$ cat src/rtl/seg7_pkg.sv
// seg7_pkg: shared constants, slot state type and digit-select helper for the seg7 scan controller
package seg7_pkg;

    localparam int DIGITS = 4;
    localparam logic [3:0] SEL_OFF = 4'b1111;

    typedef enum logic {S_BLANK, S_SHOW} state_t;

    function automatic logic [3:0] sel_of(input logic [1:0] d);
        return ~(4'b0001 << d);
    endfunction

endpackage

$ cat src/rtl/seg7_slot_timer.sv
// seg7_slot_timer: slot counter and digit index; flags describe the cycle the output registers present next
module seg7_slot_timer
    import seg7_pkg::*;
#(
    parameter int DIV   = 50000,
    parameter int BLANK = 1000
) (
    input  logic       clk,
    input  logic       rst_n,
    output logic       slot_start,
    output logic       in_blank,
    output logic       frame_end,
    output logic [1:0] idx
);

    localparam int CW = $clog2(DIV);

    logic [CW-1:0] cnt;
    logic [CW-1:0] cnt_nx;
    logic [1:0]    dig;

    // next slot position, next digit and boundary flags from the current position
    always_comb begin
        slot_start = cnt == CW'(DIV - 1);
        frame_end  = slot_start && dig == 2'd0;
        cnt_nx     = slot_start ? '0 : cnt + 1'b1;
        idx        = slot_start ? (dig == 2'd0 ? 2'(DIGITS - 1) : dig - 2'd1) : dig;
        in_blank   = int'(cnt_nx) < BLANK;
    end

    // advance the slot counter; wrap digit 0 back to the leftmost digit
    always_ff @(posedge clk or negedge rst_n) begin
        if (!rst_n) begin
            cnt <= '0;
            dig <= 2'(DIGITS - 1);
        end else begin
            cnt <= cnt_nx;
            dig <= idx;
        end
    end

endmodule

$ cat src/rtl/seg7_scan.sv
// seg7_scan: four-digit multiplexed display scanner with blanking, leading-zero suppression and frame-synchronous update
module seg7_scan
    import seg7_pkg::*;
#(
    parameter int DIV   = 50000,
    parameter int BLANK = 1000
) (
    input  logic        clk,
    input  logic        rst_n,
    input  logic        load,
    input  logic [15:0] value,
    input  logic        lz_en,
    output logic [3:0]  data,
    output logic [3:0]  digit_sel,
    output logic        frame_done
);

    logic        slot_start;
    logic        in_blank;
    logic        frame_end;
    logic [1:0]  idx;
    logic [15:0] pending;
    logic        pend_valid;
    logic [15:0] shadow;
    logic [15:0] shadow_nx;
    logic        suppress;
    state_t      state;

    seg7_slot_timer #(
        .DIV   (DIV),
        .BLANK (BLANK)
    ) u_timer (
        .clk        (clk),
        .rst_n      (rst_n),
        .slot_start (slot_start),
        .in_blank   (in_blank),
        .frame_end  (frame_end),
        .idx        (idx)
    );

    // displayed value only moves at the frame boundary; a load in that very cycle bypasses pending
    always_comb begin
        shadow_nx = frame_end ? (load ? value : pend_valid ? pending : shadow) : shadow;
        suppress  = lz_en && idx != 2'd0 && (shadow_nx >> {idx, 2'b00}) == 16'h0;
        state     = in_blank ? S_BLANK : S_SHOW;
    end

    // capture loads into pending (last wins) and commit to shadow at the frame boundary
    always_ff @(posedge clk or negedge rst_n) begin
        if (!rst_n) begin
            pending    <= 16'h0;
            pend_valid <= 1'b0;
            shadow     <= 16'h0;
        end else begin
            if (load)
                pending <= value;
            pend_valid <= frame_end ? 1'b0 : (load ? 1'b1 : pend_valid);
            shadow     <= shadow_nx;
        end
    end

    // output registers reflect the slot position of the cycle that follows the edge
    always_ff @(posedge clk or negedge rst_n) begin
        if (!rst_n) begin
            data       <= 4'h0;
            digit_sel  <= SEL_OFF;
            frame_done <= 1'b0;
        end else begin
            data       <= slot_start ? shadow_nx[{idx, 2'b00} +: 4] : data;
            digit_sel  <= (state == S_SHOW && !suppress) ? sel_of(idx) : SEL_OFF;
            frame_done <= frame_end;
        end
    end

endmodule

$ cat config.mk
export PLATFORM = sky130hd
export DESIGN_NAME = seg7_scan
export DESIGN_NICKNAME = d
export VERILOG_FILES = /design/src/rtl/seg7_pkg.sv /design/src/rtl/seg7_slot_timer.sv /design/src/rtl/seg7_scan.sv
export SDC_FILE = /design/constraint.sdc
export NUM_CORES = 1
export LEC_CHECK = 0
export BUFFER_PORTS_ARGS = -buffer_cell sky130_fd_sc_hd__buf_4
export CAP_MARGIN = 10
export CORE_ASPECT_RATIO = 0.8
export CORE_MARGIN = 2
export CORE_UTILIZATION = 49
export DETAILED_ROUTE_END_ITERATION = 12
export PLACE_DENSITY = 0.68
export SYNTH_ARGS = -nofsm -noshare
export SYNTH_HDL_FRONTEND = slang
export SYNTH_SLANG_ARGS = --single-unit
export TNS_END_PERCENT = 10
$ cat constraint.sdc
create_clock -name clk -period 3.6 [get_ports clk]
set_input_delay 0.18 -clock clk [delete_from_list [all_inputs] [get_ports clk]]
set_output_delay 0.18 -clock clk [all_outputs]
set_load 0.01 [all_outputs]
# Yosys cells after proc, flatten, opt, wreduce, memory -nomap -nowiden
# Cells that the tools add are included.
[totals]
register_bits = 60
input_bits = 20
output_inout_bits = 9
latchBits = 0
rom_bits = 0
wordCells = 35
memories = 0
ramBits = 0
[op_classes]
eq_ne = 1
shifts = 3
n_div = 0
n_reduce_logical = 9
n_lt_le_gt_ge = 1
n_mul = 0
mux = 10
addsub = 2
bitwise = 1
[op_table]
columns = ["operator", "n"]
rows = [
  ["two-way mux 16 bit", 4],
  ["adder 16 x 1 -> 16 bit, second input constant", 1],
  ["== test 16 bit, second input constant", 1],
  ["logical NOT 16 bit", 1],
  ["< comparator 16 x 10 -> 1 bit, second input constant", 1],
  ["variable part select 16 x 5 -> 4 bit", 1],
  [">> shifter 16 x 4 -> 16 bit", 1],
  ["logical AND 1 bit", 4],
  ["two-way mux 2 bit", 2],
  ["two-way mux 4 bit", 1],
  ["NOT 4 bit", 1],
  ["nonzero test 2 bit", 2],
  ["<< shifter 1 x 2 -> 4 bit, first input constant", 1],
  ["two-way mux 1 bit", 3],
  ["logical NOT 2 bit", 1],
  ["subtractor 2 x 1 -> 2 bit, second input constant", 1],
  ["logical NOT 1 bit", 1],
]

# Depth between registers and ports, before layout
# Gate-level depths: netlist of the first run.
[depth]
word_depth = 9
ltp_mapped = 12
depth_no_buf = 11

# Hierarchy
# A second synthesis of the first run with hierarchy kept.
[unflattened]
cells_unflattened = 263
area_unflattened_um2 = 2944.1
[modules_own_cells]
columns = ["mod", "cells_per_inst", "area_each_um2", "seq_area_each_um2", "n_inst"]
rows = [
  ["seg7_scan", 157, 1926.8, 1056.0, 1],
  ["seg7_slot_timer", 106, 1017.2, 452.9, 1],
]

# Worst setup path before layout of the first run
# Ideal clock, no wire load.
[synth_timing]
kind = "reg2reg"
startpoint = "register u_timer.dig[0]"
endpoint = "register digit_sel[1]"
required_ps = 3525
stages_incl_launch_ff = 13
arrival_time_ps = 2614
setup_ps = 75
period_less_slack_ps = 2688
path_buffers = 2
slack_ps = 912
path_cell_list = "dfstp_2 -> inv_1 -> ha_1 -> nor4b_2 -> and4_1 -> buf_6 -> buf_6 -> a32oi_1 -> nand2_1 -> nor4_1 -> nand2_1 -> or4_1 -> o211ai_2"
[synth_between]
elab_chain_cells = 9
word_cells_on_any_way = 16
[synth_rtl]
columns = ["element", "line", "source"]
rows = [
  ["from (decl)", "seg7_slot_timer.sv:20", "logic [1:0] dig;"],
  ["from (signal assigned)", "seg7_slot_timer.sv:35", "dig <= 2'(DIGITS - 1);"],
  ["from (signal assigned)", "seg7_slot_timer.sv:38", "dig <= idx;"],
  ["logical NOT 2 bit", "seg7_slot_timer.sv:25", "frame_end = slot_start && dig == 2'd0;"],
  ["logical AND 1 bit", "seg7_slot_timer.sv:25", ""],
  ["two-way mux 16 bit", "seg7_scan.sv:43", "shadow_nx = frame_end ? (load ? value : pend_valid ? pending : shadow) : shadow;"],
  ["net shadow_nx[9]", "seg7_scan.sv:25", "logic [15:0] shadow_nx;"],
  [">> shifter 16 x 4 -> 16 bit", "seg7_scan.sv:44", "suppress = lz_en && idx != 2'd0 && (shadow_nx >> {idx, 2'b00}) == 16'h0;"],
  ["logical NOT 16 bit", "seg7_scan.sv:44", ""],
  ["logical AND 1 bit", "seg7_scan.sv:44", ""],
  ["logical NOT 1 bit", "seg7_scan.sv:70", "digit_sel <= (state == S_SHOW && !suppress) ? sel_of(idx) : SEL_OFF;"],
  ["logical AND 1 bit", "seg7_scan.sv:70", ""],
  ["two-way mux 4 bit", "seg7_scan.sv:70", ""],
  ["to (signal assigned)", "seg7_scan.sv:70", ""],
  ["to (decl)", "seg7_scan.sv:14", "output logic [3:0] digit_sel,"],
]
# The timed path passes the listed nets, and every way through them passes these cells.
# A chain may end at the register's enable or synchronous reset.

# Worst setup path in the final report of the first run
# Ends and elaborated chain as after synthesis.

==> metrics.txt, run 1 <==
FF-to-FF path depth=10; antenna violations before repair=0; category of the most critical setup path=register to register; count of non-filler cells in the finished layout=408; achievable clock frequency=313 MHz; clock share of power=0.442; clock edge transition at the registers on the reported setup and hold paths=0.07 ns; io pins=29; Post-Syn Area=0.00302 mm2; worst-skew pair later-pin latency=0.34 ns; final period utilization=0.887; iteration count of the initial detailed-routing pass=5; chain of cells forming the critical path=inv_1 > ha_1 > nor4b_2 > and4_1 > o21ai_4 > mux2_1 > mux2_2 > o22ai_1 > nand4_1 > o211ai_2; final slew viol count=0; class of the tightest hold or removal check=primary input to register; detail-routed net length per standard cell=15.2 um; first-pass GRT wire length=10,800 um; leading register cell type out of synthesis=sky130_fd_sc_hd__dfrtp_1; Slowest-stage cell, CP=sky130_fd_sc_hd__and4_1; Vias per Instance=5.61; largest cells by area after synthesis=sky130_fd_sc_hd__dfrtp_1, sky130_fd_sc_hd__mux2_2, sky130_fd_sc_hd__dfstp_2; CTS sink count=60; vias after detailed routing=2,287; Pwr per Cell Area=397 mW/mm2; setup repair after global routing missed its margin=no; synth unique cells=53; number of remaining DRC errors=0; post-cts repair resize count=0; number of flops mapped to enable cells by yosys=0; Antenna Diode Count=0; horizontal die dimension=91.8 um; maximum root-to-sink buffer count=2; H-tree Lvls=3; Relative slew margins=0.497; number of buffers and inverters on the critical path=1; final setup fails=0; Filler Cells Inserted=545; family with the most delay on the worst path=simple AND/OR/NAND/NOR gates; cell type contributing the most total cell area after synthesis=sky130_fd_sc_hd__dfrtp_1; post-detailed-placement half-perimeter wirelength=4320 um; count of cell instances traversed by the critical path=10; number of global-route vias before repair=2,190; Final Wtd Congestion=0.811; clock tree from TritonCTS=built; share of total power consumed by net switching=0.239; total length of routed wires=6200 um; final cell utilization of the core=0.582; highest fanout seen on the critical path=14; Floorplan Core Area=0.00594 mm2; Critical Path Start Type=register; Finished Cell Area=0.00346 mm2; number of placed instances with taps included=391; area enclosed by the die boundary=0.00682 mm2; Synth warnings=0; maximum vdd drop=0.247 mV; total grt overflow=0; initial core utilization=0.509; number of flip-flops and latches in the synthesized netlist=60; cell area reported after detailed placement=0.00325 mm2; maximum number of pins on one net before global-route repair=61; slack of the critical path=0.407 ns; post-synth top area share=0.447; CP endpoint kind=register; static power due to leakage=1.59 nW; largest incremental delay on the critical path=0.66 ns; Die Y=74.3 um; number of standard-cell rows in the floorplan=25; Switch Pwr=329 uW; time the worst path needs with I/O delays and setup=3.19 ns; setup TNS=0 ns; global-route total usage across every layer=0.208; gate count after technology mapping=296; remaining antenna violation count=0; Worst Tran Pin Value=0.755 ns; fin nets=344; Inserted Clock Buffers=9; sequential group share of total power=0.509; fraction of registers with async set/reset=1.00; outcome=completed; mean cell area of the mapped netlist=10.2 um2; port buffer count=28; net count after synthesis=318; Max-cap violations=0; Area growth syn-to-layout=14.4%; hold violation total from the final report=0; number of cells on the worst hold path=3; internal power component=1.05 mW; worst setup timing slack at the placement stage=0.409 ns; starting DRC count in detailed routing=220; Critical Path AT=3.46 ns; root buffer cell=sky130_fd_sc_hd__clkbuf_8; sequential cell area fraction in the yosys report=0.499; ratio of cells with drive above 1 in the final layout=0.229; WP data required=3.87 ns; combinational cell fraction of total power=0.049; maximum clock skew at final layout=0.00922 ns
==> kinds of logic (layout without fill, tap and decap cells) <==
group / Yosys count / after routing / synth area share
simple gates: 115 / 115 / 0.198
flops: 60 / 60 / 0.499
buf+inv: 31 / 62 / 0.0505
fa+ha+maj: 2 / 2 / 0.00827
compound gates: 47 / 47 / 0.104
mux: 29 / 29 / 0.106
xor+xnor: 12 / 12 / 0.0348
==> cells in the mapped netlist (2+ instances only) <==
cell,instances
sky130_fd_sc_hd__ha_1,2
sky130_fd_sc_hd__and4b_1,2
sky130_fd_sc_hd__and4_1,5
sky130_fd_sc_hd__mux2_2,16
sky130_fd_sc_hd__a31oi_1,4
sky130_fd_sc_hd__nand4_1,5
sky130_fd_sc_hd__xor2_1,5
sky130_fd_sc_hd__buf_6,4
sky130_fd_sc_hd__o22ai_1,3
sky130_fd_sc_hd__nand2_1,33
sky130_fd_sc_hd__o21ai_0,16
sky130_fd_sc_hd__mux2i_1,9
sky130_fd_sc_hd__mux2_1,3
sky130_fd_sc_hd__and2_1,5
sky130_fd_sc_hd__nor4_1,3
sky130_fd_sc_hd__nand3_1,8
sky130_fd_sc_hd__nor2_1,29
sky130_fd_sc_hd__a21oi_1,5
sky130_fd_sc_hd__and3_1,2
sky130_fd_sc_hd__inv_1,13
sky130_fd_sc_hd__xnor2_1,7
sky130_fd_sc_hd__clkbuf_1,5
sky130_fd_sc_hd__a21o_1,3
sky130_fd_sc_hd__dfstp_2,6
sky130_fd_sc_hd__dfrtp_1,54
sky130_fd_sc_hd__nand2b_1,2
sky130_fd_sc_hd__a32oi_1,4
sky130_fd_sc_hd__buf_2,4
sky130_fd_sc_hd__and4bb_1,2
sky130_fd_sc_hd__inv_2,3
sky130_fd_sc_hd__nor3_1,10
sky130_fd_sc_hd__o21a_1,3
==> tightest hold or removal path, stage by stage <==
cell and delay, ns:
sky130_fd_sc_hd__buf_4 0.09, sky130_fd_sc_hd__nand2_1 0.04, sky130_fd_sc_hd__o21ai_0 0.06
==> power by group through the flow <==
stage          registers [mW]  logic, mW  clock network, mW
6_report                0.700     0.0679              0.608
5_1_grt                 0.701     0.0779              0.663
4_1_cts                 0.700     0.0697              0.628
3_5_place_dp            0.713     0.0687                  0
3_3_place_gp            0.712     0.0677                  0
2_1_floorplan           0.710     0.0326                  0
==> layout make-up <==
class                      instances  area [um2]  share of cell area
clock buffer                       9         124              0.0358
sequential                        60        1510               0.436
inverter                          16        60.1              0.0174
multi-input combinational        205        1360               0.394
clock inverter                     7        76.3              0.0221
tap                               81         101              0.0293
timing repair buffer              30         228              0.0658
==> registers in the layout (all words and copies together), names as in the netlist <==
name and cells:
pending 16, shadow 16, u_timer.cnt 16, data 4
digit_sel 4, u_timer.dig 2, frame_done 1, pend_valid 1
==> worst paths after layout <==
path / startpoint / to / slack (ns)
max: u_timer.dig[0] / digit_sel[1] / 0.41
min: value[10] / pending[10] / 0.07
max reg2reg: u_timer.dig[0] / digit_sel[1] / 0.41
min reg2reg: shadow[1] / shadow[1] / 0.49
max in group asynchronous: rst_n / shadow[13] / 2.65
min in group asynchronous: rst_n / shadow[14] / 0.45
==> through the flow <==
stage | power [mW] | hold WS, ns
floorplan | 0.742 | -0.116
global placement | 0.779 | 0.312
detailed placement | 0.781 | 0.311
CTS | 1.40 | 0.0578
global route | 1.44 | 0.0658
finish | 1.38 | 0.0689
==> metal layers <==
| layer | share of wire | global-route usage |
|---|---|---|
| met1 | 0.50 | 0.301 |
| met2 | 0.42 | 0.294 |
| met3 | 0.071 | 0.0821 |
| met4 | 0.0082 | 0.0547 |
| met5 | 0 | 0 |
==> cells in the final DEF, fill, tap and decap left out, types with 6 or more instances in the layout <==
cell type	synthesis	final
sky130_fd_sc_hd__dfrtp_1	54	54
sky130_fd_sc_hd__nand2_1	33	33
sky130_fd_sc_hd__nor2_1	29	29
sky130_fd_sc_hd__buf_4	0	29
sky130_fd_sc_hd__mux2_2	16	16
sky130_fd_sc_hd__o21ai_0	16	16
sky130_fd_sc_hd__inv_1	13	13
sky130_fd_sc_hd__nor3_1	10	10
sky130_fd_sc_hd__mux2i_1	9	9
sky130_fd_sc_hd__clkbuf_8	0	9
sky130_fd_sc_hd__nand3_1	8	8
sky130_fd_sc_hd__xnor2_1	7	7
sky130_fd_sc_hd__dfstp_2	6	6
==> what timing repair did <==
item,4_1_cts,5_1_grt
hold buffers,1,0
buffers inserted,0,0
endpoints found under the hold margin,54,0
Note: power is estimated with default switching activity, not from simulation.
==> run 2, diff against run 1 <==
clock period = 3.1 ns   (was 3.6 ns; I/O delays follow)
==> run 2 against run 1 <==
Setup slack worse by 0.26 ns. Die area stayed put. Routed wire length is 0.45% higher. Critical path depth stayed put. Clock power is 24% higher. Highest routed layer unchanged.
==> metrics.txt, run 2 (synthesized netlist as in run 1, its figures left out) <==
iteration count of the initial detailed-routing pass=4; fin nets=349; antenna violations before repair=0; Switch Pwr=357 uW; total length of routed wires=6230 um; final setup fails=0; largest incremental delay on the critical path=0.58 ns; largest registers=pending (16), shadow (16), u_timer.cnt (16); ratio of cells with drive above 1 in the final layout=0.241; horizontal die dimension=91.8 um; Area growth syn-to-layout=16.2%; class of the tightest hold or removal check=primary input to register; Worst Tran Pin Value=0.757 ns; maximum vdd drop=0.214 mV; worst-skew pair later-pin latency=0.34 ns; maximum clock skew at final layout=0.00738 ns; Critical Path Start Type=register; vias after detailed routing=2,234; Pwr per Cell Area=469 mW/mm2; number of global-route vias before repair=2,155; area enclosed by the die boundary=0.00682 mm2; setup repair after global routing missed its margin=no; clock tree from TritonCTS=built; clock share of power=0.459; number of remaining DRC errors=0; most frequent cells in the layout=sky130_fd_sc_hd__dfrtp_1, sky130_fd_sc_hd__buf_4, sky130_fd_sc_hd__nand2_1; number of standard-cell rows in the floorplan=25; chain of cells forming the critical path=inv_1 > ha_1 > nor4b_2 > and4_1 > buf_4 > a32o_1 > nor2_1 > nand2_1 > or4_1 > o211ai_2; CP endpoint kind=register; setup TNS=0 ns; hold violation total from the final report=0; Floorplan Core Area=0.00594 mm2; category of the most critical setup path=register to register; starting DRC count in detailed routing=181; H-tree Lvls=3; remaining antenna violation count=0; Inserted Clock Buffers=9; port buffer count=28; combinational cell fraction of total power=0.048; final slew viol count=0; outcome=completed; worst setup timing slack at the placement stage=0.169 ns; first-pass GRT wire length=10,600 um; most common library cell in the layout ignoring fill and taps=sky130_fd_sc_hd__dfrtp_1; post-detailed-placement half-perimeter wirelength=4440 um; total grt overflow=0; number of post-CTS setup repair buffers=0; clock edge transition at the registers on the reported setup and hold paths=0.07 ns; root buffer cell=sky130_fd_sc_hd__clkbuf_8; Critical Path AT=3.21 ns; slack of the critical path=0.150 ns; Die Y=74.3 um; post-cts repair resize count=0; number of buffers and inverters on the critical path=2; family with the most delay on the worst path=simple AND/OR/NAND/NOR gates; Relative slew margins=0.495; internal power component=1.29 mW; time the worst path needs with I/O delays and setup=2.95 ns; maximum root-to-sink buffer count=2; sequential group share of total power=0.494; detail-routed net length per standard cell=15.1 um; final period utilization=0.951; initial core utilization=0.509; static power due to leakage=1.62 nW; WP data required=3.36 ns; Antenna Diode Count=0; Max-cap violations=0; achievable clock frequency=339 MHz; global-route total usage across every layer=0.206; share of total power consumed by net switching=0.217; Final Wtd Congestion=0.846; CTS sink count=60; Hold Worst Slack=0.0342 ns; io pins=29; Slowest-stage cell, CP=sky130_fd_sc_hd__dfstp_2; Vias per Instance=5.41; maximum number of pins on one net before global-route repair=61; highest fanout seen on the critical path=8
-- run 2: power by group through the flow --
stage / sequential (mW) / combinational [mW] / clock (mW)
after global routing: 0.815 / 0.0892 / 0.814
after floorplan: 0.824 / 0.0378 / 0
after global placement: 0.827 / 0.0786 / 0
final: 0.814 / 0.0785 / 0.755
after CTS: 0.813 / 0.0808 / 0.772
after detailed placement: 0.828 / 0.0796 / 0
-- run 2: what timing repair did --
item	CTS	global route
setup endpoints to repair	0	0
hold buffers	1	0
hold endpoints to repair	54	0
-- run 2: tightest hold or removal path, delay by kind of cell --
| kind | cells | cell delay (ns) |
|---|---|---|
| AND/OR/NAND/NOR | 1 | 0.04 |
| buffers and inverters | 1 | 0.09 |
| AO/OA/AOI/OAI | 1 | 0.05 |
-- run 2: final timing paths --
check / startpoint / endpoint / slack (ns) / cells past startpoint
min: value[10] / pending[10] / 0.03 / 3
max: u_timer.dig[0] / digit_sel[1] / 0.15 / 10
max reg2reg: u_timer.dig[0] / digit_sel[1] / 0.15 / 10
min reg2reg: u_timer.cnt[0] / u_timer.cnt[0] / 0.48 / 1
max in group asynchronous: rst_n / u_timer.cnt[5] / 2.17 / 2
min in group asynchronous: rst_n / u_timer.cnt[6] / 0.42 / 2
-- run 2: cell type report --
| class | instances | area, um2 |
|---|---|---|
| clock inverters | 7 | 91.3 |
| repair buffers | 35 | 265 |
| inverters | 16 | 60.1 |
| clock buffers | 9 | 124 |
| flip-flops and latches | 60 | 1510 |
| multi-input cells | 205 | 1360 |
| fillers | 528 | 2430 |
| well taps | 81 | 101 |
-- run 2: stage by stage --
step / cell area, um2 / power (mW) / util / instances
finish: 3510 / 1.65 / 0.591 / 413
global route: 3510 / 1.72 / 0.591 / 413
CTS: 3510 / 1.67 / 0.591 / 413
detailed placement: 3290 / 0.907 / 0.553 / 396
global placement: 3290 / 0.905 / 0.553 / 396
floorplan: 3020 / 0.862 / - / 296
-- run 2: routing by layer --
metal / wire (um) / vias to the layer above / GRT usage
li1: - / 1106 / -
met5: 0 / - / 0
met4: 86 / 0 / 0.0697
met2: 2540 / 45 / 0.272
met1: 3290 / 1075 / 0.315
met3: 314 / 8 / 0.0689
